## src/rtl/control_unit.sv

```systemverilog
// Main opcode decoder for the single-issue datapath: combinational decode into a
// registered control word with stall hold, flush bubble and illegal-opcode flag.
module control_unit #(
  parameter int OPW    = 6,
  parameter int ALUOPW = 2
) (
  input  logic              clk,
  input  logic              rst,
  input  logic              in_valid,
  input  logic              stall,
  input  logic              flush,
  input  logic [OPW-1:0]    OpCode,
  output logic              RegWrite,
  output logic [ALUOPW-1:0] ALUOp,
  output logic              RegDst,
  output logic              ALUSrc,
  output logic              MemWrite,
  output logic              MemRead,
  output logic              MemtoReg,
  output logic              out_valid,
  output logic              illegal
);

  typedef struct packed {
    logic              reg_write;
    logic [ALUOPW-1:0] alu_op;
    logic              reg_dst;
    logic              alu_src;
    logic              mem_write;
    logic              mem_read;
    logic              mem_to_reg;
    logic              valid;
    logic              illegal;
  } ctrl_t;

  ctrl_t dec;
  ctrl_t ctrl_d;
  ctrl_t ctrl_q;

  always_comb begin
    dec = '0;
    case (OpCode)
      OPW'(0): begin
        dec.reg_write = 1'b1;
        dec.alu_op    = ALUOPW'(2'b10);
        dec.reg_dst   = 1'b1;
      end
      OPW'(4): begin
        dec.reg_write = 1'b1;
        dec.alu_op    = ALUOPW'(2'b00);
        dec.alu_src   = 1'b1;
      end
      OPW'(12): begin
        dec.reg_write = 1'b1;
        dec.alu_op    = ALUOPW'(2'b01);
        dec.alu_src   = 1'b1;
      end
      OPW'(13): begin
        dec.reg_write = 1'b1;
        dec.alu_op    = ALUOPW'(2'b11);
        dec.alu_src   = 1'b1;
      end
      OPW'(16): begin
        dec.reg_write  = 1'b1;
        dec.alu_src    = 1'b1;
        dec.mem_read   = 1'b1;
        dec.mem_to_reg = 1'b1;
      end
      OPW'(17): begin
        dec.alu_src   = 1'b1;
        dec.mem_write = 1'b1;
      end
      default: dec.illegal = 1'b1;
    endcase
  end

  // Flush wins over stall; idle cycles load an all-zero word so nothing downstream fires.
  always_comb begin
    ctrl_d = ctrl_q;
    if (flush) begin
      ctrl_d = '0;
    end else if (!stall) begin
      if (in_valid) begin
        ctrl_d       = dec;
        ctrl_d.valid = 1'b1;
      end else begin
        ctrl_d = '0;
      end
    end
  end

  always_ff @(posedge clk) begin
    if (rst) ctrl_q <= '0;
    else     ctrl_q <= ctrl_d;
  end

  assign RegWrite  = ctrl_q.reg_write;
  assign ALUOp     = ctrl_q.alu_op;
  assign RegDst    = ctrl_q.reg_dst;
  assign ALUSrc    = ctrl_q.alu_src;
  assign MemWrite  = ctrl_q.mem_write;
  assign MemRead   = ctrl_q.mem_read;
  assign MemtoReg  = ctrl_q.mem_to_reg;
  assign out_valid = ctrl_q.valid;
  assign illegal   = ctrl_q.illegal;

endmodule

```

## config.mk

```make
export PLATFORM = sky130hd
export DESIGN_NAME = control_unit
export DESIGN_NICKNAME = d
export VERILOG_FILES = /design/src/rtl/control_unit.sv
export SDC_FILE = /design/constraint.sdc
export NUM_CORES = 1
export LEC_CHECK = 0
export CAP_MARGIN = 20
export CORE_MARGIN = 2
export CORE_UTILIZATION = 34
export DETAILED_ROUTE_END_ITERATION = 8
export MAX_ROUTING_LAYER = met4
export PLACE_DENSITY = 0.73
export SETUP_SLACK_MARGIN = 0.02
export SYNTH_ARGS = -nofsm -noshare
export SYNTH_HDL_FRONTEND = slang
export SYNTH_SLANG_ARGS = --single-unit
```

## constraint.sdc

```tcl
create_clock -name clk -period 1 [get_ports clk]
set_input_delay 0.2 -clock clk [delete_from_list [all_inputs] [get_ports clk]]
set_output_delay 0.2 -clock clk [all_outputs]
set_load 0.1 [all_outputs]
```

==> out/metrics.yaml <==
yosysWarnings: 0
viasPerCell: 4.88
die_w_um: 40.1
start_util: 0.354
cts_hold_buf: 0
p_leak_uw: 0.000330
p_per_area_nw_per_um2: 964
synth_mux_area_frac: 0
core_area_um2: 1250
netlist_instances: 50
cp_num_buf_inv: 1
min_period_ps: 1020
ir_worst_vdd_mv: 0.641
dr.pass1.iters: 4
setup.worst_path.end_class: "output pin"
holdWs_ps: 314
path_cells: "buf_12"
synth_flop_cell: "dfxtp_1"
synth_seq_cells: 9
regArea_um2: 194
finalCritPeriodShare: 1.02
yosys-top-cells-count: "dfxtp_1, nand2_1, nor2_1, a21oi_1, a22oi_1"
finalWorstSetupSlack_ps: -18.4
grt_usage: 0.172
cts_buffers: 3
synth_top_family_by_area: "simple AND/OR/NAND/NOR gates"
synth_top_area_share: 0.407
rows: 13
slowest_delay_ps: 380
diodes: 0
h-tree-depth: 1
critPathTopFamily: "flip-flops"
status: "finished with violations"
avgSynthCellArea_um2: 8.86
yosys-top-cells-area: "dfxtp_1, nor4b_4, a22oi_1"
maxCapViolCount: 0
grt_pass1_vias: 429
grt_pass1_wl_um: 1660
tightest_slew_ps: 335
syn_area_um2: 443
seq_area_frac_synth: 0.407
setup_viol: 4
wl_um: 1090
worstPathMaxFanout: 3
slew_violations: 0
fmax_mhz: 982
fin_skew_ps: 0
clk_latency_ps: 270
synth_compound_area_frac: 0.218
root_buffer: "clkbuf_4"
drive_gt1_frac: 0.544
antenna_found_initial: 0
synth_simple_gate_area_share: 0.325
yosys.cell_count.top_type: "dfxtp_1"
multi_input_area_um2: 260
worstPathArrival_ps: 820
synthAdderAreaFrac: 0
synth_nets: 61
grt_max_degree: 10
clockBufferDepth: 2
slew_headroom: 0.775
place_area_um2: 811
postRouteAntennaNets: 0
worst_path_max_delay_cell: "dfxtp_4"
required_ps: 800
clock_sinks: 9
startpoint_type: "flop"
place_inst: 90
path_class: "reg2out"
dp_hpwl_um: 858
stdcell_count: 94
cts_tree: "yes"
tns_ps: -50.0
violations: "setup timing"
design_area_um2: 845
path_clk_slew_ps: 60
ios: 21
rsz0062_at_grt: "true"
cts_setup_buffers: 0
dieArea_um2: 1610
drc: 0
synth_top_cell_by_area: "dfxtp_1"
fillerInstances: 94
io_buffers: 20
hold_viol: 0
die_h_um: 40.1
hold_path.class: "in2reg"
gp_congestion: 0.869
globalRoute.totalOverflow: 0
wire_per_inst_um: 11.6
synth_xor_area_frac: 0
syn2layout_area_growth_pct: 90.7
num_vias: 459
p_total_uw: 814
async_flop_share: 0
drt-initial-drc-count: 8
finalNetCount: 91
ys_types: 26
synth_edf_count: 0
kinds of logic after synthesis:
kind of cell | Yosys count
simple gates | 24
buf+inv | 3
compound gates | 14
flops | 9
cell usage in the layout, fill, tap and decap left out, drive strengths merged:
| cell type | instances |
|---|---|
| o21ai | 2 |
| clkbuf | 5 |
| and3 | 2 |
| nor2b | 2 |
| nor3 | 2 |
| nand2b | 2 |
| dfxtp | 9 |
| buf | 18 |
| nand4 | 1 |
| clkinv | 1 |
| a32oi | 1 |
| a21oi | 5 |
| clkdlybuf4s15 | 1 |
| nand4b | 1 |
| nor4b | 1 |
| clkdlybuf4s50 | 2 |
| a211o | 1 |
| or2 | 1 |
| dlygate4sd2 | 5 |
| nor2 | 6 |
| o21a | 1 |
| a22o | 1 |
| a22oi | 3 |
| nand2 | 6 |
worst paths after layout:
kind / startpoint / to / slack (ps) / cells past startpoint
worst min-delay path: OpCode[1] / MemWrite / 310 / 4
worst max register to register: RegWrite / RegWrite / 300 / 2
worst max-delay path: MemRead / MemtoReg / -20 / 1
worst min register to register: ALUOp[1] / ALUOp[1] / 480 / 2
where the power goes:
group / switching [µW] / total, µW / internal (µW)
Clock: 142 / 290 / 148
Sequential: 3.41 / 363 / 359
Combinational: 83.1 / 161 / 78.3
through the flow:
| stage | worst slack, ps | util |
|---|---|---|
| after floorplan | -232 | - |
| after global placement | -489 | 0.647 |
| after detailed placement | -514 | 0.647 |
| after CTS | -21.9 | 0.674 |
| after global routing | -31.8 | 0.674 |
| final | -18.4 | 0.674 |
layout make-up:
cell class              instances  share of cell area
clock buffers                   3              0.0267
multi-input cells              38               0.308
repair buffers                 28               0.407
clock inverters                 1             0.00593
well taps                      15              0.0222
flip-flops and latches          9               0.230
sequential cells by signal (all words and copies together) (netlist names):
register,flops
ALUOp,2
ALUSrc,1
MemRead,1
MemWrite,1
RegDst,1
RegWrite,1
illegal,1
out_valid,1
repair_timing:
item	CTS	global route
pin swaps	1	2
endpoints found under the setup margin	18	14
gates resized for setup	13	6
routing by layer:
metal  wire length [µm]  vias to the layer above  global-route usage
met5                  0                        -                   -
met2                552                       13               0.278
met3                 67                        2              0.0667
met1                463                      205               0.173
li1                   -                      239                   -
met4                  8                        0               0.103
(Power assumes the default switching activity.)
